**src/rtl/rr_arbiter_if.sv**
```systemverilog
// Request/grant bundle between requesting units and the round-robin arbiter.
// master = requester side, slave = arbiter side.
interface rr_arbiter_if #(
   parameter int N = 4
) ();
   logic                 en;
   logic [N-1:0]         req;
   logic                 done;
   logic [N-1:0]         gnt;
   logic                 busy;
   logic [$clog2(N)-1:0] owner_id;
   logic                 timeout;

   modport master (
      output en, req, done,
      input  gnt, busy, owner_id, timeout
   );

   modport slave (
      input  en, req, done,
      output gnt, busy, owner_id, timeout
   );
endinterface

```
**src/rtl/rr_arbiter.sv**
```systemverilog
// Round-robin arbiter with multi-cycle ownership and a hold watchdog; grant is registered,
// 1 cycle after req is sampled, with a forced idle bubble after every release.
module rr_arbiter #(
   parameter int N        = 4,
   parameter int HOLD_MAX = 16
) (
   input  logic        clock,
   input  logic        reset,
   rr_arbiter_if.slave bus
);
   localparam int               CNT_W   = $clog2(HOLD_MAX + 1);
   localparam int               IDX_W   = $clog2(N);
   localparam logic [CNT_W-1:0] CNT_MAX = CNT_W'(HOLD_MAX);
   localparam logic [CNT_W-1:0] CNT_ONE = CNT_W'(1);
   localparam logic [N-1:0]     OH_ONE  = N'(1);

   typedef enum logic {
      ST_IDLE,
      ST_GRANT
   } state_t;

   state_t           r_state;
   logic [N-1:0]     r_gnt;
   logic [IDX_W-1:0] r_owner;
   logic [IDX_W-1:0] r_ptr;
   logic [CNT_W-1:0] r_cnt;
   logic             r_timeout;

   state_t           w_state_nxt;
   logic [N-1:0]     w_gnt_nxt;
   logic [IDX_W-1:0] w_owner_nxt;
   logic [IDX_W-1:0] w_ptr_nxt;
   logic [CNT_W-1:0] w_cnt_nxt;
   logic             w_timeout_nxt;

   logic             w_win_found;
   logic [IDX_W-1:0] w_win_idx;
   logic [IDX_W-1:0] w_cand;
   logic             w_owner_req;
   logic             w_hold_max;
   logic             w_release;

   // r_ptr is the last owner: search starts just below it and wraps, so it is visited last.
   always_comb begin
      w_win_found = 1'b0;
      w_win_idx   = '0;
      w_cand      = '0;
      for (int i = 1; i <= N; i++) begin
         if (int'(r_ptr) >= i) begin
            w_cand = IDX_W'(int'(r_ptr) - i);
         end else begin
            w_cand = IDX_W'(int'(r_ptr) + N - i);
         end
         if (!w_win_found && bus.req[w_cand]) begin
            w_win_found = 1'b1;
            w_win_idx   = w_cand;
         end
      end
   end

   assign w_owner_req = bus.req[r_owner];
   assign w_hold_max  = (r_cnt == CNT_MAX);
   assign w_release   = !bus.en || bus.done || !w_owner_req || w_hold_max;

   always_comb begin
      w_state_nxt   = r_state;
      w_gnt_nxt     = r_gnt;
      w_owner_nxt   = r_owner;
      w_ptr_nxt     = r_ptr;
      w_cnt_nxt     = r_cnt;
      w_timeout_nxt = 1'b0;
      case (r_state)
         ST_IDLE: begin
            if (bus.en && w_win_found) begin
               w_gnt_nxt   = OH_ONE << w_win_idx;
               w_owner_nxt = w_win_idx;
               w_cnt_nxt   = CNT_ONE;
               w_state_nxt = ST_GRANT;
            end
         end
         ST_GRANT: begin
            if (w_release) begin
               w_gnt_nxt     = '0;
               w_ptr_nxt     = r_owner;
               w_cnt_nxt     = '0;
               w_state_nxt   = ST_IDLE;
               // Watchdog is only blamed when nothing else would have released the grant.
               w_timeout_nxt = w_hold_max && bus.en && !bus.done && w_owner_req;
            end else begin
               w_cnt_nxt = r_cnt + CNT_ONE;
            end
         end
         default: begin
            w_gnt_nxt   = '0;
            w_cnt_nxt   = '0;
            w_state_nxt = ST_IDLE;
         end
      endcase
   end

   always_ff @(posedge clock or posedge reset) begin
      if (reset) begin
         r_state   <= ST_IDLE;
         r_gnt     <= '0;
         r_owner   <= '0;
         r_ptr     <= '0;
         r_cnt     <= '0;
         r_timeout <= 1'b0;
      end else begin
         r_state   <= w_state_nxt;
         r_gnt     <= w_gnt_nxt;
         r_owner   <= w_owner_nxt;
         r_ptr     <= w_ptr_nxt;
         r_cnt     <= w_cnt_nxt;
         r_timeout <= w_timeout_nxt;
      end
   end

   assign bus.gnt      = r_gnt;
   assign bus.busy     = |r_gnt;
   assign bus.owner_id = r_owner;
   assign bus.timeout  = r_timeout;
endmodule

```
**src/flat_wrapper.sv**
```systemverilog
// flat-port wrapper written by rule: the top's interface ports become plain ports
module rr_arbiter_flat 
#(
   parameter int N        = 4,
   parameter int HOLD_MAX = 16
)
  (clock, reset, bus_en, bus_req, bus_done, bus_gnt, bus_busy, bus_owner_id, bus_timeout);
  rr_arbiter_if #(.N(N)) bus_i ();
  input  logic clock;
  input  logic reset;
  input wire logic [$bits(bus_i.en)-1:0] bus_en;
  input wire logic [$bits(bus_i.req)-1:0] bus_req;
  input wire logic [$bits(bus_i.done)-1:0] bus_done;
  output wire logic [$bits(bus_i.gnt)-1:0] bus_gnt;
  output wire logic [$bits(bus_i.busy)-1:0] bus_busy;
  output wire logic [$bits(bus_i.owner_id)-1:0] bus_owner_id;
  output wire logic [$bits(bus_i.timeout)-1:0] bus_timeout;
  assign bus_i.en = bus_en;
  assign bus_i.req = bus_req;
  assign bus_i.done = bus_done;
  assign bus_gnt = bus_i.gnt;
  assign bus_busy = bus_i.busy;
  assign bus_owner_id = bus_i.owner_id;
  assign bus_timeout = bus_i.timeout;
  rr_arbiter #(.N(N), .HOLD_MAX(HOLD_MAX)) u_core (.clock(clock), .reset(reset), .bus(bus_i));
endmodule
```
**config.mk**
```make
export PLATFORM = sky130hd
export DESIGN_NAME = rr_arbiter_flat
export DESIGN_NICKNAME = d
export VERILOG_FILES = /design/src/rtl/rr_arbiter_if.sv /design/src/rtl/rr_arbiter.sv /design/src/flat_wrapper.sv
export SDC_FILE = /design/constraint.sdc
export NUM_CORES = 1
export LEC_CHECK = 0
export CAP_MARGIN = 40
export CORE_MARGIN = 5
export CORE_UTILIZATION = 52
export CTS_CLUSTER_SIZE = 24
export DETAILED_ROUTE_END_ITERATION = 8
export MAX_ROUTING_LAYER = met4
export PLACE_DENSITY = 0.84
export SETUP_SLACK_MARGIN = 0.4
export SYNTH_ARGS = -nofsm -noshare
export SYNTH_HDL_FRONTEND = slang
export SYNTH_SLANG_ARGS = --single-unit
```
**constraint.sdc**
```tcl
create_clock -name clock -period 3.36 [get_ports clock]
set_clock_uncertainty 0.15 [all_clocks]
set_input_delay 0.504 -clock clock [delete_from_list [all_inputs] [get_ports clock]]
set_output_delay 0.504 -clock clock [all_outputs]
set_load 0.05 [all_outputs]
```
# After elaboration in Yosys (flattened, before gate mapping)
# Cells that the tools add are included.
# word_totals
elab_cells	80
regBits	15
output_inout_bits	8
input_bits	8
# op_classes
eq_ne	3
n_shift	1
mux	32
order_cmp	8
n_addsub	9
n_reduce_logical	20
n_bitwise	1
# ops
cell	n
$lt 2x3->1 const B	5
$mux 2	7
$mux 1	13
$bmux 1 s2	5
$mux 5	2
$pmux 5 s2	1
$mux 4	2
$pmux 4 s2	1
$sub 2x2->2 const B	4
$logic_and 1x1->1	7
$logic_not 1->1	6
$reduce_and 2->1	3
$sub 2x1->2 const B	3
$add 5x1->5 const B	1
$eq 5x5->1 const B	1
$ge 2x2->1 const B	2
$reduce_or 4->1	1
$shl 1x2->4 const A	1
$logic_or 1x1->1	3
$add 2x1->2 const B	1
$ge 2x1->1 const B	1
$ne 2x1->1 const B	1
$ne 2x2->1 const B	1
$pmux 1 s2	1
$not 1->1	1

# Logic depth before layout (Yosys ltp)
# Gate-level depths: netlist of run 1.
# logic_depth
depth_word	18
mapped_depth	8
depth_no_buf	7

# Least setup slack after synthesis of run 1
# Ideal clock, no wire load.
# synth_timing
path_type	flip-flop to flip-flop
startpoint	register u_core.r_ptr[1]
endpoint	register u_core.r_gnt[2] (netlist: u_core.bus.gnt[2])
required_ps	3089
t_arrival_ps	2133
slack_ps	956
setup_time_ps	121
path_buffers	1
path_stages_with_launch	8
synth_period_minus_slack_ps	2404
cell_sequence	dfrtp_1 -> clkbuf_1 -> inv_1 -> ha_1 -> mux4_2 -> o31ai_2 -> o32ai_1 -> a22o_1
# synth_between
elab_chain_len	18
word_cells_on_any_way	42
cone_classes	8 x add/sub; 3 x order compare; 1 x eq/ne; 1 x shift; 21 x mux; 8 x reduce/logical
# synth_lines
item	line	source
start: declaration	rr_arbiter.sv:25	logic [IDX_W-1:0] r_ptr;
start signal: assignment	rr_arbiter.sv:113	r_ptr <= w_ptr_nxt;
$add 2x1->2	rr_arbiter.sv:52	w_cand = IDX_W'(int'(r_ptr) + N - i);
$sub 2x2->2	rr_arbiter.sv:52	
$mux 2	rr_arbiter.sv:49	if (int'(r_ptr) >= i) begin
$bmux 1 s2	rr_arbiter.sv:54	if (!w_win_found && bus.req[w_cand]) begin
$mux 1 (implied by the code)	rr_arbiter.sv:54	
$mux 1	rr_arbiter.sv:54	
$logic_not 1->1	rr_arbiter.sv:54	
$logic_and 1x1->1	rr_arbiter.sv:54	
[2 not listed]	-	
$logic_and 1x1->1	rr_arbiter.sv:54	
$mux 1	rr_arbiter.sv:54	
$logic_not 1->1	rr_arbiter.sv:54	
$logic_and 1x1->1	rr_arbiter.sv:54	
$mux 2 or $mux 1 (tied branches)	rr_arbiter.sv:54	
$shl 1x2->4 or $logic_and 1x1->1 (tied branches)	rr_arbiter.sv:75, rr_arbiter.sv:74	
$mux 4 or $ne 2x1->1 (tied branches)	-	
$pmux 4 s2 or $reduce_and 2->1 (tied branches)	-	
end signal: assignment	rr_arbiter.sv:111	r_gnt <= w_gnt_nxt;
end: declaration	rr_arbiter.sv:23	logic [N-1:0] r_gnt;
# Several ways; a longest one is shown, not always the timed one. The select of a mux whose other input is x is not followed.
# A chain may end at the register's enable or synchronous reset.

# Final worst setup path of run 1
# layout_timing
startpoint	register u_core.r_ptr[0]
endpoint	register u_core.r_owner[0] (netlist: u_core.bus.owner_id[0])
# layout_between
elab_chain_len	17
word_cells_on_any_way	38
cone_classes	8 x add/sub; 3 x order compare; 19 x mux; 8 x reduce/logical
# layout_lines
item	line	source
$add 2x1->2	rr_arbiter.sv:52	
$sub 2x2->2	rr_arbiter.sv:52	
$mux 2	rr_arbiter.sv:49	
$bmux 1 s2	rr_arbiter.sv:54	
$mux 1 (implied by the code)	rr_arbiter.sv:54	
$mux 1	rr_arbiter.sv:54	
$logic_not 1->1	rr_arbiter.sv:54	
$logic_and 1x1->1	rr_arbiter.sv:54	
$mux 1	rr_arbiter.sv:54	
$logic_not 1->1	rr_arbiter.sv:54	
$logic_and 1x1->1	rr_arbiter.sv:54	
$mux 1	rr_arbiter.sv:54	
$logic_not 1->1	rr_arbiter.sv:54	
$logic_and 1x1->1	rr_arbiter.sv:54	
$mux 1	rr_arbiter.sv:54	
$logic_and 1x1->1	rr_arbiter.sv:74	if (bus.en && w_win_found) begin
$reduce_and 2->1 (no source line)	-	
end signal: assignment	rr_arbiter.sv:112	r_owner <= w_owner_nxt;
end: declaration	rr_arbiter.sv:24	logic [IDX_W-1:0] r_owner;
# Several ways; a longest one is shown, not always the timed one. The select of a mux whose other input is x is not followed.

==> results.json, run 1 <==
{
  "tns_ns": 0,
  "path_clk_slew_ns": 0.09,
  "die_w_um": 54.12,
  "grt_first_pass_wirelength_um": 4029,
  "grt_max_degree": 16,
  "wl_um": 2348,
  "syn_nets": 116,
  "hold_viol_final": 0,
  "final_cell_area_um2": 1191,
  "post-dp-hpwl_um": 1797,
  "diodes": 0,
  "synthCells": 104,
  "cp.arrival_ns": 2.62,
  "pwr_density_cell_nw_per_um2": 864.9,
  "nNetsFinal": 131,
  "seq_area_frac_synth_pct": 37.08,
  "p_leak_nw": 0.5292,
  "syn_to_final_growth_pct": 17.68,
  "rsz0062_at_grt": "false",
  "cts_tree": "done",
  "synth_ff_type": "dfrtp_1",
  "cap_viol_max_count": 0,
  "die_h_um": 54.12,
  "placedInstanceArea_um2": 1164,
  "worstPathRequired_ns": 3.35,
  "maxSlewViolCount": 0,
  "dp_slack_ns": 0.7434,
  "synthArstFlopShare_pct": 100.0,
  "start_util_pct": 53.22,
  "design.portCount": 16,
  "fin_crit_sh_pct": 78.35,
  "ant_nets": 0,
  "synth_edf_count": 0,
  "wire_per_inst_um": 16.19,
  "viasPerCell": 5.959,
  "post_cts_buffers": 0,
  "via_count": 864,
  "vdd_drop_max_mv": 0.4174,
  "track_usage_pct": 19.19,
  "setup.worst_path.class": "reg2reg",
  "placed_cells": 141,
  "antenna_found_initial": 0,
  "synth-seq-cells": 15,
  "fin_crit_ns": 2.633,
  "grt_pass1_vias": 873,
  "start_kind": "flop",
  "tightest_slew_ns": 0.5784,
  "end_kind": "flop",
  "layout_common_cells": "15 x clkdlybuf4s50_1, 15 x dfrtp_1, 9 x inv_1",
  "avgSynthCellArea_um2": 9.733,
  "coreArea_um2": 1902,
  "layout.cells.non_filler": 145,
  "finalSetupViolations": 0,
  "fin_ws_ns": 0.7275,
  "drive_above_1_share_pct": 10.17,
  "syn_area_um2": 1012,
  "maxSlewHeadroom_pct": 61.32,
  "fmax_ghz": 0.3799,
  "port_buffers": 15,
  "worstHoldPathType": "reg2reg",
  "postCtsResizedCells": 0,
  "cts_hold_buffers": 0,
  "cts_inserted_buffers": 3,
  "cts_buffer_depth": 2,
  "die_area_um2": 2929,
  "clk_latency_ns": 0.28,
  "critPathMaxFanout": 8,
  "grt-ovfl-total": 0,
  "cts-htree-levels": 1,
  "gp_congestion": 0.8397,
  "synth_cell_types": 41,
  "yosys_warnings": 0,
  "drc": 0,
  "ctsRootBufferMaster": "clkbuf_4",
  "rows": 16,
  "status": "complete, no violations",
  "dr.pass1.iters": 4,
  "drt_iter0_drc": 32,
  "cts_num_sinks": 15
}
[layer usage]
metal	vias up	global-route usage [%]	wire, µm
met5	-	-	0
met4	0	6.639	21
met3	4	3.324	104
met2	24	32.87	1250
met1	426	22.43	972
li1	410	-	-
[cell usage after synthesis (all sizes together), types with 2 or more instances]
master	n	area [µm²]
a211o	2	17.52
a21o	2	15.01
a21oi	3	15.01
a22o	2	17.52
and3	2	12.51
buf	4	28.78
dfrtp	15	375.4
ha	4	50.05
inv	9	33.78
mux2i	6	60.06
nand2	6	22.52
nand2b	4	25.02
nand3	2	10.01
nand4	2	12.51
nor2	7	26.28
nor3b	2	15.01
o21ai	7	35.03
o22ai	2	12.51
o31ai	3	27.52
o32ai	3	33.79
[worst max-delay path, cell delays in order (launching register included)]
cell,delay (ns)
dfrtp_1,0.50
inv_1,0.22
ha_1,0.40
mux4_2,0.54
nand3_1,0.11
o31ai_2,0.08
o32ai_1,0.31
o21ai_0,0.18
[sequential cells by signal (all words and copies together) (netlist names)]
name	flops
u_core.bus.gnt	4
u_core.bus.owner_id	2
u_core.bus.timeout	1
u_core.r_cnt	5
u_core.r_ptr	2
u_core.r_state	1
[final cells by class]
type,count,area [µm²]
Fill cell,166,710.7
Clock buffer,3,22.52
Tap cell,27,33.78
Timing Repair Buffer,15,150.1
Inverter,9,33.78
Sequential cell,15,375.4
Multi-Input combinational cell,75,570.5
Clock inverter,1,5.005
[path summary, 6_finish.rpt]
check                                       startpoint                                  to  slack [ns]  depth (start not counted)
max                        u_core.r_ptr[0]$_DFFE_PP0P_  u_core.bus.owner_id[0]$_DFFE_PP0P_        0.73                          7
min in group asynchronous                        reset         u_core.r_cnt[2]$_DFFE_PP0P_        0.41                          2
min                        u_core.r_cnt[3]$_DFFE_PP0P_         u_core.r_cnt[3]$_DFFE_PP0P_        0.40                          1
max in group asynchronous                        reset        u_core.bus.timeout$_DFF_PP0_        2.27                          2
min reg2reg                u_core.r_cnt[3]$_DFFE_PP0P_         u_core.r_cnt[3]$_DFFE_PP0P_        0.40                          1
max reg2reg                u_core.r_ptr[0]$_DFFE_PP0P_  u_core.bus.owner_id[0]$_DFFE_PP0P_        0.73                          7
[report_power, final]
| group | internal, W | switching [W] | total, W |
|---|---|---|---|
| Clock | 0.0000441 | 0.0000569 | 0.000101 |
| Combinational | 0.000247 | 0.000374 | 0.000621 |
| Sequential | 0.000233 | 0.0000757 | 0.000308 |
[cells by family after synthesis]
family	synth area share, %
AOI/OAI and AO/OA	25.09
xor gates and xnor gates	0.8654
adders and majority gates	4.945
buffers and inverters	6.551
DFF	37.08
muxes	9.271
and+or+nand+nor	16.19
[through the flow]
stage	total power [W]	utilization, %	hold WS (ns)
6_report	0.001030	62.63	0.3984
3_3_place_gp	0.0008966	61.18	0.3757
3_5_place_dp	0.0009292	61.18	0.3869
2_1_floorplan	0.0007615	-	0.2555
4_1_cts	0.001032	62.63	0.4058
5_1_grt	0.001095	62.63	0.4445
Power figures use the tool's default switching activity.
==> inputs of run 2 (changes only) <==
==> constraint.sdc (replaced) <==
create_clock -name clock -period 2.6 [get_ports clock]
set_clock_uncertainty 0.15 [all_clocks]
set_input_delay 0.39 -clock clock [delete_from_list [all_inputs] [get_ports clock]]
set_output_delay 0.39 -clock clock [all_outputs]
set_load 0.05 [all_outputs]
==> run 2 against run 1 <==
Compared with the run above:
- highest routed layer unchanged
- sequential share of layout area down 2.7 points
- design area grew 9.3%
- register-to-register slack got worse by 0.29 ns
- count of clock-buffer cells in the layout unchanged
- final cell count is 4.1% higher
- core utilization increased by 5.9 points
- sequential cell count unchanged
- sequential power is 18% higher
- clock power rose by 31%
- first-iteration DRC count shrank 41%
- critical endpoint is now u_core.bus.gnt[3]$_DFFE_PP0P_
- global-route usage shrank 2.1 points
- critical path type is now in2reg
==> results.json, run 2 (same netlist as run 1, synthesis figures left out) <==
{
  "start_util_pct": 53.22,
  "grt_first_pass_wirelength_um": 3622,
  "critPathMaxStageDelay_ns": 0.64,
  "worstHoldPathType": "in2async",
  "rows": 16,
  "start_kind": "input pin",
  "path_clk_slew_ns": 0.10,
  "layout.cells.non_filler": 151,
  "ant_nets": 0,
  "maxSlewViolCount": 0,
  "tns_ns": 0,
  "viasPerCell": 5.775,
  "finalSetupViolations": 0,
  "final_common_cell": "dfrtp_1",
  "syn_to_final_growth_pct": 28.68,
  "rsz0062_at_grt": "true",
  "ctsRootBufferMaster": "clkbuf_4",
  "fin_crit_ns": 2.158,
  "cts_num_sinks": 15,
  "cts_buffer_depth": 2,
  "coreArea_um2": 1902,
  "nNetsFinal": 137,
  "largest_reg_flops": 5,
  "track_usage_pct": 17.09,
  "worst_path_max_delay_cell": "clkdlybuf4s50_1",
  "die_area_um2": 2929,
  "port_buffers": 15,
  "final_cell_area_um2": 1303,
  "fin_crit_sh_pct": 82.99,
  "grt_pass1_vias": 874,
  "dr.pass1.iters": 4,
  "setup.worst_path.class": "in2reg",
  "p_total_w": 0.001484,
  "p_leak_nw": 0.5988,
  "cp.arrival_ns": 2.24,
  "tightest_slew_ns": 0.5662,
  "drive_above_1_share_pct": 20.16,
  "drc": 0,
  "grt-ovfl-total": 0,
  "maxSlewHeadroom_pct": 62.21,
  "die_h_um": 54.12,
  "grt_max_degree": 16,
  "cts-htree-levels": 1,
  "status": "complete, no violations",
  "post-dp-hpwl_um": 1684,
  "die_w_um": 54.12,
  "clk_latency_ns": 0.28,
  "vdd_drop_max_mv": 0.4909,
  "diodes": 0,
  "antenna_found_initial": 0,
  "gp_congestion": 0.8814,
  "wl_um": 2190,
  "cts_inserted_buffers": 3,
  "fmax_ghz": 0.4634,
  "via_count": 872,
  "placedInstanceArea_um2": 1235,
  "wire_per_inst_um": 14.50,
  "worstPathRequired_ns": 2.68,
  "cts_tree": "done",
  "cap_viol_max_count": 0,
  "design.portCount": 16,
  "end_kind": "flop",
  "placed_cells": 146,
  "drt_iter0_drc": 19,
  "cts_hold_buffers": 0,
  "hold_viol_final": 0,
  "critPathMaxFanout": 8,
  "pwr_density_cell_nw_per_um2": 1140,
  "largest_register": "u_core.r_cnt",
  "layout_common_cells": "15 x dfrtp_1, 11 x clkdlybuf4s50_1, 7 x inv_1, 7 x nor2_1",
  "cp_cell_sequence": "clkdlybuf4s50_1 > nor3b_1 > o21ai_0 > a221o_1 > a211oi_2 > a22o_1"
}
-- run 2: cell count changes in the layout (fill, tap and decap cells not counted), sizes merged --
cell	previous run	this run
dlymetal6s2s	0	3
buf	0	6
clkdlybuf4s50	15	11
clkbuf	3	4
-- run 2: report_power, final --
part | leakage, nW | internal, W | switching [W] | total, W
combinational | 0.384 | 0.000418 | 0.000571 | 0.000989
sequential | 0.197 | 0.000301 | 0.0000623 | 0.000363
clock | 0.0177 | 0.0000570 | 0.0000751 | 0.000132
total | 0.599 | 0.000776 | 0.000708 | 0.00148
-- run 2: metrics by stage --
stage / worst slack (ns) / util, % / hold WS, ns
2_1_floorplan: 0.4034 / - / 0.1415
3_3_place_gp: 0.1744 / 64.93 / 0.3659
3_5_place_dp: 0.1593 / 64.93 / 0.3698
4_1_cts: 0.4193 / 66.32 / 0.3161
5_1_grt: 0.3777 / 68.49 / 0.3291
6_report: 0.4421 / 68.49 / 0.2972
-- run 2: final timing paths --
kind	startpoint	to	slack, ns	cells after the start
worst max-delay path	bus_req[2]	u_core.bus.gnt[3]$_DFFE_PP0P_	0.44	6
worst min-delay path	reset	u_core.r_cnt[4]$_DFFE_PP0P_	0.30	2
worst max register to register	u_core.r_ptr[1]$_DFFE_PP0P_	u_core.bus.gnt[1]$_DFFE_PP0P_	0.44	6
worst min register to register	u_core.bus.gnt[2]$_DFFE_PP0P_	u_core.bus.gnt[2]$_DFFE_PP0P_	0.39	1
max in group asynchronous	reset	u_core.r_ptr[1]$_DFFE_PP0P_	1.62	2
min in group clock	u_core.bus.gnt[2]$_DFFE_PP0P_	u_core.bus.gnt[2]$_DFFE_PP0P_	0.39	1
-- run 2: critical path, delay by kind of cell --
| family | cells | cell delay (ns) |
|---|---|---|
| buffers and inverters | 1 | 0.64 |
| and+or+nand+nor | 1 | 0.25 |
| AOI/OAI and AO/OA | 4 | 0.95 |
-- run 2: cell type report --
class / instances / area [µm²]
clock buffer: 3 / 22.52
clock inverter: 1 / 5.005
fill: 147 / 599.3
inverter: 9 / 33.78
multi-input combinational: 75 / 634.4
sequential: 15 / 375.4
tap: 27 / 33.78
timing repair buffer: 21 / 197.7
-- run 2: repair_timing --
action,CTS,global route
setup endpoints to repair,1,7
cloned,0,0
gates resized for setup,1,10
setup buffers,0,1
pin swaps,0,1
hold endpoints to repair,0,0
-- run 2: layer usage --
metal / track usage, % / routed length [µm] / vias up
li1: - / - / 428
met1: 19.76 / 942 / 425
met2: 30.08 / 1160 / 17
met3: 3.324 / 71 / 2
met4: 4.149 / 15 / 0
met5: - / 0 / -
